$ cat src/rtl/pulse_param_bank_pkg.sv
// pulse_bank_pkg: register indices, reset defaults, control-byte layout, reply codes and checksum helper
package pulse_bank_pkg;
  localparam int REG_DELAY = 0;
  localparam int REG_PERIOD = 1;
  localparam int REG_P1WIDTH = 2;
  localparam int REG_P2WIDTH = 3;
  localparam logic [63:0] DEF_DELAY = 64'd200;
  localparam logic [63:0] DEF_PERIOD = 64'd200000;
  localparam logic [63:0] DEF_P1WIDTH = 64'd30;
  localparam logic [63:0] DEF_P2WIDTH = 64'd30;
  localparam int CTRL_RD_BIT = 7;
  localparam logic [7:0] REPLY_BADADDR = 8'hFF;
  function automatic logic [63:0] reg_default(input int i);
    return i == REG_DELAY ? DEF_DELAY : i == REG_PERIOD ? DEF_PERIOD :
           i == REG_P1WIDTH ? DEF_P1WIDTH : i == REG_P2WIDTH ? DEF_P2WIDTH : 64'd0;
  endfunction
  function automatic logic [7:0] byte_sum(input logic [63:0] v, input int nb);
    logic [7:0] s;
    s = '0;
    for (int k = 0; k < 8; k++) if (k < nb) s = s + v[k*8 +: 8];
    return s;
  endfunction
endpackage

$ cat src/rtl/pulse_param_bank_if.sv
// pulse_param_bank_if: UART byte link (rx_byte/rx_valid in, tx_byte/tx_start out, tx_busy back-pressure)
interface pulse_param_bank_if;
  logic [7:0] rx_byte;
  logic rx_valid;
  logic [7:0] tx_byte;
  logic tx_start;
  logic tx_busy;
  modport master(output rx_byte, rx_valid, tx_busy, input tx_byte, tx_start);
  modport slave(input rx_byte, rx_valid, tx_busy, output tx_byte, tx_start);
endinterface

$ cat src/rtl/pulse_param_bank_frame_rx.sv
// pulse_frame_rx: assembles DW/8 LSB-first data bytes plus a control byte into frame_valid/data/ctrl; timeout aborts a stalled partial frame
module pulse_frame_rx #(
  parameter int DW = 32,
  parameter int TIMEOUT = 120000
) (
  input  logic          clk,
  input  logic          rst_n,
  input  logic          en,
  input  logic [7:0]    rx_byte,
  input  logic          rx_valid,
  output logic          frame_valid,
  output logic [DW-1:0] data,
  output logic [7:0]    ctrl,
  output logic          timeout
);
  localparam int NB = DW / 8;
  localparam int CW = $clog2(NB + 1);
  localparam int TW = $clog2(TIMEOUT + 1);
  logic [CW-1:0] cnt;
  logic [TW-1:0] idle;
  logic take;
  assign take = en && rx_valid;
  assign frame_valid = take && cnt == CW'(NB);
  assign ctrl = rx_byte;
  assign timeout = cnt != 0 && !rx_valid && idle == TW'(TIMEOUT - 1);
  always_ff @(posedge clk or negedge rst_n)
    if (!rst_n) begin
      cnt <= '0;
      idle <= '0;
      data <= '0;
    end else begin
      idle <= (rx_valid || cnt == 0) ? '0 : idle + 1'b1;
      if (timeout || frame_valid) cnt <= '0;
      else if (take) begin
        data[cnt*8 +: 8] <= rx_byte;
        cnt <= cnt + 1'b1;
      end
    end
endmodule

$ cat src/rtl/pulse_param_bank.sv
// pulse_param_bank: UART-framed shadow/active register bank (clk, rst_n, uart link, period_tick in; par, p2start/sync_up/att_down, pending, frame_err out)
module pulse_param_bank
  import pulse_bank_pkg::*;
#(
  parameter int DW = 32,
  parameter int NREG = 8,
  parameter int ATT_DELAY = 20000,
  parameter int TIMEOUT = 120000
) (
  input  logic                 clk,
  input  logic                 rst_n,
  pulse_param_bank_if.slave    uart,
  input  logic                 period_tick,
  output logic [NREG*DW-1:0]   par,
  output logic [DW-1:0]        p2start,
  output logic [DW-1:0]        sync_up,
  output logic [DW-1:0]        att_down,
  output logic                 pending,
  output logic                 frame_err
);
  localparam int NB = DW / 8;
  localparam int RW = DW + 8;
  localparam int AW = $clog2(NREG);
  localparam logic [1:0] S_RX = 2'd0;
  localparam logic [1:0] S_EXEC = 2'd1;
  localparam logic [1:0] S_TX_REQ = 2'd2;
  localparam logic [1:0] S_TX_WAIT = 2'd3;
  logic [1:0] state;
  logic [DW-1:0] shadow [NREG];
  logic [DW-1:0] active [NREG];
  logic [DW-1:0] fr_data, ex_data, rd_val;
  logic [7:0] fr_ctrl, ex_ctrl;
  logic fr_valid, fr_tout, ex_ok, ex_rd, ex_wr, seen;
  logic [AW-1:0] ex_idx;
  logic [RW-1:0] rbuf;
  logic [3:0] rem;
  pulse_frame_rx #(.DW(DW), .TIMEOUT(TIMEOUT)) u_rx (
    .clk(clk),
    .rst_n(rst_n),
    .en(state == S_RX),
    .rx_byte(uart.rx_byte),
    .rx_valid(uart.rx_valid),
    .frame_valid(fr_valid),
    .data(fr_data),
    .ctrl(fr_ctrl),
    .timeout(fr_tout)
  );
  assign ex_ok = int'(ex_ctrl[6:0]) < NREG;
  assign ex_rd = ex_ctrl[CTRL_RD_BIT];
  assign ex_idx = ex_ctrl[AW-1:0];
  assign ex_wr = state == S_EXEC && !ex_rd && ex_ok;
  assign rd_val = active[ex_idx];
  assign uart.tx_byte = rbuf[7:0];
  assign uart.tx_start = state == S_TX_REQ && !uart.tx_busy;
  for (genvar i = 0; i < NREG; i++) begin : g_par
    assign par[i*DW +: DW] = active[i];
  end
  // A tick copies the pre-write shadow; a write in the same cycle keeps pending for the next tick.
  always_ff @(posedge clk or negedge rst_n)
    if (!rst_n) begin
      for (int i = 0; i < NREG; i++) begin
        shadow[i] <= DW'(reg_default(i));
        active[i] <= DW'(reg_default(i));
      end
      pending <= 1'b0;
    end else begin
      if (period_tick && pending) for (int i = 0; i < NREG; i++) active[i] <= shadow[i];
      if (ex_wr) shadow[ex_idx] <= ex_data;
      pending <= ex_wr | (pending & ~period_tick);
    end
  always_ff @(posedge clk or negedge rst_n)
    if (!rst_n) begin
      p2start <= DW'(DEF_P1WIDTH + DEF_DELAY);
      sync_up <= DW'(DEF_P1WIDTH + DEF_DELAY + DEF_P2WIDTH);
      att_down <= DW'(DEF_P1WIDTH + DEF_DELAY + DEF_P2WIDTH + 64'(ATT_DELAY));
    end else begin
      p2start <= active[REG_P1WIDTH] + active[REG_DELAY];
      sync_up <= p2start + active[REG_P2WIDTH];
      att_down <= sync_up + DW'(ATT_DELAY);
    end
  // Reply bytes sit LSB-first in rbuf; each completed UART transfer shifts the next one down.
  always_ff @(posedge clk or negedge rst_n)
    if (!rst_n) begin
      state <= S_RX;
      ex_data <= '0;
      ex_ctrl <= '0;
      rbuf <= '0;
      rem <= '0;
      seen <= 1'b0;
      frame_err <= 1'b0;
    end else begin
      frame_err <= fr_tout | (uart.rx_valid && state != S_RX) | (state == S_EXEC && !ex_ok);
      case (state)
        S_RX:
          if (fr_valid) begin
            ex_data <= fr_data;
            ex_ctrl <= fr_ctrl;
            state <= S_EXEC;
          end
        S_EXEC: begin
          rbuf <= !ex_ok ? RW'(REPLY_BADADDR) :
                  ex_rd ? {byte_sum(64'(rd_val), NB), rd_val} : RW'(byte_sum(64'(ex_data), NB));
          rem <= ex_ok && ex_rd ? 4'(NB + 1) : 4'd1;
          state <= S_TX_REQ;
        end
        S_TX_REQ:
          if (!uart.tx_busy) begin
            seen <= 1'b0;
            state <= S_TX_WAIT;
          end
        S_TX_WAIT:
          if (uart.tx_busy) seen <= 1'b1;
          else if (seen) begin
            if (rem > 4'd1) begin
              rbuf <= rbuf >> 8;
              rem <= rem - 4'd1;
              state <= S_TX_REQ;
            end else state <= S_RX;
          end
      endcase
    end
endmodule

$ cat src/flat_wrapper.sv
// flat-port wrapper written by rule: the top's interface ports become plain ports
module pulse_param_bank_flat import pulse_bank_pkg::*;
#(
  parameter int DW = 32,
  parameter int NREG = 8,
  parameter int ATT_DELAY = 20000,
  parameter int TIMEOUT = 120000
)
  (clk, rst_n, period_tick, par, p2start, sync_up, att_down, pending, frame_err, uart_rx_byte, uart_rx_valid, uart_tx_busy, uart_tx_byte, uart_tx_start);
  pulse_param_bank_if uart_i ();
  input  logic clk;
  input  logic rst_n;
  input  logic period_tick;
  output logic [NREG*DW-1:0] par;
  output logic [DW-1:0] p2start;
  output logic [DW-1:0] sync_up;
  output logic [DW-1:0] att_down;
  output logic pending;
  output logic frame_err;
  input wire logic [$bits(uart_i.rx_byte)-1:0] uart_rx_byte;
  input wire logic [$bits(uart_i.rx_valid)-1:0] uart_rx_valid;
  input wire logic [$bits(uart_i.tx_busy)-1:0] uart_tx_busy;
  output wire logic [$bits(uart_i.tx_byte)-1:0] uart_tx_byte;
  output wire logic [$bits(uart_i.tx_start)-1:0] uart_tx_start;
  assign uart_i.rx_byte = uart_rx_byte;
  assign uart_i.rx_valid = uart_rx_valid;
  assign uart_i.tx_busy = uart_tx_busy;
  assign uart_tx_byte = uart_i.tx_byte;
  assign uart_tx_start = uart_i.tx_start;
  pulse_param_bank #(.DW(DW), .NREG(NREG), .ATT_DELAY(ATT_DELAY), .TIMEOUT(TIMEOUT)) u_core (.clk(clk), .rst_n(rst_n), .uart(uart_i), .period_tick(period_tick), .par(par), .p2start(p2start), .sync_up(sync_up), .att_down(att_down), .pending(pending), .frame_err(frame_err));
endmodule
$ cat config.mk
export PLATFORM = sky130hd
export DESIGN_NAME = pulse_param_bank_flat
export DESIGN_NICKNAME = d
export VERILOG_FILES = /design/src/rtl/pulse_param_bank_pkg.sv /design/src/rtl/pulse_param_bank_if.sv /design/src/rtl/pulse_param_bank_frame_rx.sv /design/src/rtl/pulse_param_bank.sv /design/src/flat_wrapper.sv
export SDC_FILE = /design/constraint.sdc
export NUM_CORES = 1
export LEC_CHECK = 0
export CAP_MARGIN = 20
export CORE_ASPECT_RATIO = 0.9
export CORE_MARGIN = 10
export CORE_UTILIZATION = 45
export CTS_CLUSTER_SIZE = 40
export DETAILED_ROUTE_END_ITERATION = 7
export HOLD_SLACK_MARGIN = 0.03
export PLACE_DENSITY = 0.66
export SLEW_MARGIN = 20
export SYNTH_ARGS = -nofsm -noshare
export SYNTH_HDL_FRONTEND = slang
export SYNTH_SLANG_ARGS = --single-unit
export TNS_END_PERCENT = 1
$ cat constraint.sdc
create_clock -name clk -period 5.2 [get_ports clk]
set_input_delay 0.78 -clock clk [delete_from_list [all_inputs] [get_ports clk]]
set_output_delay 0.78 -clock clk [all_outputs]
set_load 0.05 [all_outputs]
==> results.txt <==
- The run finished with clean final reports.
- The floorplan has 95 rows.
- Hold is met by about 210 ps.
- Share of flip-flops with an asynchronous set or reset after synthesis: 1.00
* Share of layout cells above drive strength 1: 0.253
* Unrepaired setup endpoints after global routing: no
- Dividing the detail-routed via count by the number of cells gives 5.80.
- CTS built an H-tree with a depth of 3.
- Vertical extent of the die: roughly 280 um
- Cells after DPL: between 3k and 4k
- In this run the count of I/O pins placed on the die edge is 376.
- The Yosys step of the flow raised 0 warnings.
- For this configuration, the core starts out at a cell density of 0.453.
* Number of antenna violations at the first check in global routing: 4
- For this run, global-route usage on met3 was measured as 0.0613.
- Clock insertion delay at the later pin of the skew report: 640 ps
- Avg Synthesized Cell Area: 12.6 um^2
* Post-synthesis instance total: 2,678
* Required @ worst endpoint: 5680 ps
* Max-slew violation count: 0
- Max-cap violations in this run came to 0.
* Register Area: approximately 19,000 um^2
* Number of nets in the layout: 3,197
- Setup total negative slack on the finished layout was measured at 0 ps.
- Summed over all layers, the routed wires come to around 110 mm.
- After synthesis the netlist holds a flip-flop and latch count of 749.
- Total of fill cells in the finished design: 6,064
* Detailed-routing iteration count for the pre-antenna-repair pass: 5
- Across the VDD grid, the largest voltage drop is roughly 0.22 mV.
- GRT Residual Overflow: 0
* Share of synthesized area occupied by flip-flops and latches: 0.557
- Half-perimeter wire length after detailed placement: 82.1 mm
- Yosys mapped a number of flops with a built-in enable equal to 0.
- Endpoint of the worst register-to-register path: u_core.rbuf[39]
- Summing all multi-input logic gate instances after layout gives 14,300 um^2.
- Clock tree from TritonCTS: built
* Core outline area: 74,500 um^2
- Antenna viol nets, final: 0
- Worst Setup SP: u_core.ex_ctrl[0]
- The die covers 86,400 um^2.
- Between clock sinks in the finished design, the worst skew comes to about 35 ps.
- At the end of routability-driven placement, the weighted congestion stood at 0.940.
* Setup slack after layout: about 430 ps
* Number of buffers added for setup after CTS: 0
- Crit path launch type: flip-flop
- Slack of the worst reg-to-reg path: between 400 and 500 ps
- Timing endpoint of the critical path: u_core.rbuf[39]
* Busiest metal layer after global routing: met2
* Nature of the critical path endpoint: flip-flop
* Number of clock sinks: 749
- Dpl cell area: 38,700 um^2
* Worst Path Arrival: ~5300 ps
- Most frequent cells in the layout: dfrtp_1, mux2_2, clkdlybuf4s50_1
* Via count of the first global-routing pass: 24.4k
- Clock-pin slew was measured on the worst setup and hold paths at 60 ps.
- Cell chosen for the clock root: clkbuf_16
- Width of the die: 309 um
* Leakage power summed over all cells: 20.4 nW
- Measured against its own limit, the worst slew margin works out to 0.318.
- In the synthesized netlist the dominant register cell turns out to be dfrtp_1.
* Final period demand of the worst path: 4770 ps
* Count of buffer and inverter cells on the critical path: 3
- In this design, the largest share of critical-path delay is due to adder cells.
* Met2 Use GR: 0.413
- The number of clock buffers added by TritonCTS is 81.
- In this run the number of cells on the critical path is 19.
- Slowest CP cell: fa_1
- The critical path goes through and3_1 -> buf_4 -> a22oi_1 -> nand3_1 -> ha_1 -> fa_1 -> inv_1 -> fa_1 -> inv_1 -> ha_1 -> a21o_1 -> a21oi_1 -> o21ai_0 -> o21ai_0 -> nand2b_1 -> a21oi_1 -> xnor2_1 -> xnor2_1 -> o21ai_1.
* Crit-path max FO: 13
- In the global route stage, met1 resource usage came out at 0.333.
- Global-route wire length before repair: around 160 mm
* Most common cell after layout, fill and taps aside: dfrtp_1
- Pin count of the biggest net entering global routing: 139
* Crit Path Class: flip-flop to flip-flop
* Average wire per standard cell: 27.1 um
* Vias: 23.8k
* Period utilisation layout: 0.917
- Timing would allow up to 0.210 GHz.
- In this run the tool buffered the top-level ports with 375 buffer cells.
- Dpl ws: about 390 ps
- Slowest stage delay, CP: 600 ps
- Global-route usage over all layers: 0.254
- Hold Violations, Final: 0
* Area of the mapped netlist: 33,800 um^2
- The first routing iteration left 1,998 violations.
- Power spread over the standard cell area amounts to approximately 350 nW/um^2.
- R2R Path Start: u_core.ex_ctrl[0]
* Synthesized net count: about 2.8k
* Final design area excluding fillers: 41,600 um^2
- Setup violations remaining at the end of the flow were counted as 0.
- Distinct cell type count after synthesis: 77
* Transition time at the pin with the least slew margin: around 1000 ps
- Number of design rule violations left after detail routing: 0
- Synth-to-layout area growth: 23.2%
- Class of the tightest hold or removal check: input port to async pin
- The worst register-to-register path has a depth of 19.
- For this run, the number of standard cells in the final layout without fillers is approximately 4.1k.
- CTS Hold Bufs: 0
* Bufs on Longest Clock Path: 3
## where the power goes
part	internal, mW	switching, mW
Sequential	6.09	0.265
Combinational	0.666	1.49
Clock	3.67	2.47
## repair_timing
item / CTS / global route
setup endpoints to repair: 0 / 1
hold endpoints to repair: 0 / 0
gates resized for setup: 0 / 2
## worst min-delay path by stage
stage / to / slack [ps] / cells after the start
detailed placement: u_core.att_down[2] / 360 / 0
global route: u_core.sync_up[15] / 260 / 1
CTS: u_core.att_down[17] / 230 / 1
finish: u_core.sync_up[15] / 210 / 1
floorplan: u_core.ex_data[10] / 430 / 2
global placement: u_core.att_down[2] / 360 / 0
## per-stage QoR
stage / util / total power [mW]
6_report: 0.558 / 14.7
5_1_grt: 0.558 / 15.2
4_1_cts: 0.558 / 14.8
3_5_place_dp: 0.519 / 8.61
3_3_place_gp: 0.519 / 8.54
2_1_floorplan: - / 7.75
## logic make-up after synthesis
| family | Yosys count | share of synthesized area |
|---|---|---|
| XOR/XNOR | 136 | 0.0357 |
| adder cells (fa/ha/maj) | 120 | 0.0463 |
| multiplexers | 519 | 0.173 |
| AND/OR/NAND/NOR | 546 | 0.0748 |
| flip-flops | 749 | 0.557 |
| buffers and inverters | 170 | 0.0215 |
| AO/OA/AOI/OAI | 438 | 0.0915 |
## registers in the layout, indices dropped and copies added, names as in the netlist, 32 cells and up
signal / count
u_core.p2start: 32
u_core.par: 256
u_core.u_rx.data: 32
u_core.att_down: 32
u_core.ex_data: 32
u_core.rbuf: 40
u_core.shadow: 256
u_core.sync_up: 32
## worst register-to-register path, stage by stage, from the launching register on
cell	delay (ps)
dfrtp_2	510
and3_1	290
buf_4	230
a22oi_1	160
nand3_1	170
ha_1	260
fa_1	530
inv_1	70
fa_1	600
inv_1	60
ha_1	290
a21o_1	180
a21oi_1	220
o21ai_0	160
o21ai_0	230
nand2b_1	90
a21oi_1	190
xnor2_1	150
xnor2_1	140
o21ai_1	70
## synthesized netlist by cell type (39+ instances only)
| master | instances | share of area |
|---|---|---|
| dfrtp_1 | 701 | 0.52 |
| mux2_2 | 516 | 0.17 |
| nand2_1 | 262 | 0.029 |
| ha_1 | 112 | 0.042 |
| nor2_1 | 99 | 0.011 |
| xnor2_1 | 89 | 0.023 |
| o21ai_0 | 84 | 0.012 |
| a21oi_1 | 74 | 0.011 |
| clkbuf_1 | 72 | 0.0080 |
| a22oi_1 | 63 | 0.014 |
| dfstp_2 | 48 | 0.037 |
| nand3_1 | 47 | 0.0070 |
| xor2_1 | 46 | 0.012 |
| inv_1 | 41 | 0.0046 |
| a21o_1 | 39 | 0.0087 |
## final cells by class
class	count	share of cell area
inverter	45	0.00406
clock inverter	37	0.0134
sequential	749	0.452
multi-input combinational	1759	0.344
tap	970	0.0292
clock buffer	114	0.0553
antenna	2	0.000120
timing repair buffer	428	0.102
## layer usage
layer | up-vias | share of wire
li1 | 10384 | -
met1 | 12361 | 0.42
met2 | 868 | 0.47
met3 | 164 | 0.078
met4 | 6 | 0.028
met5 | - | 0.00041
No activity file was read; power rests on OpenSTA's default activity.
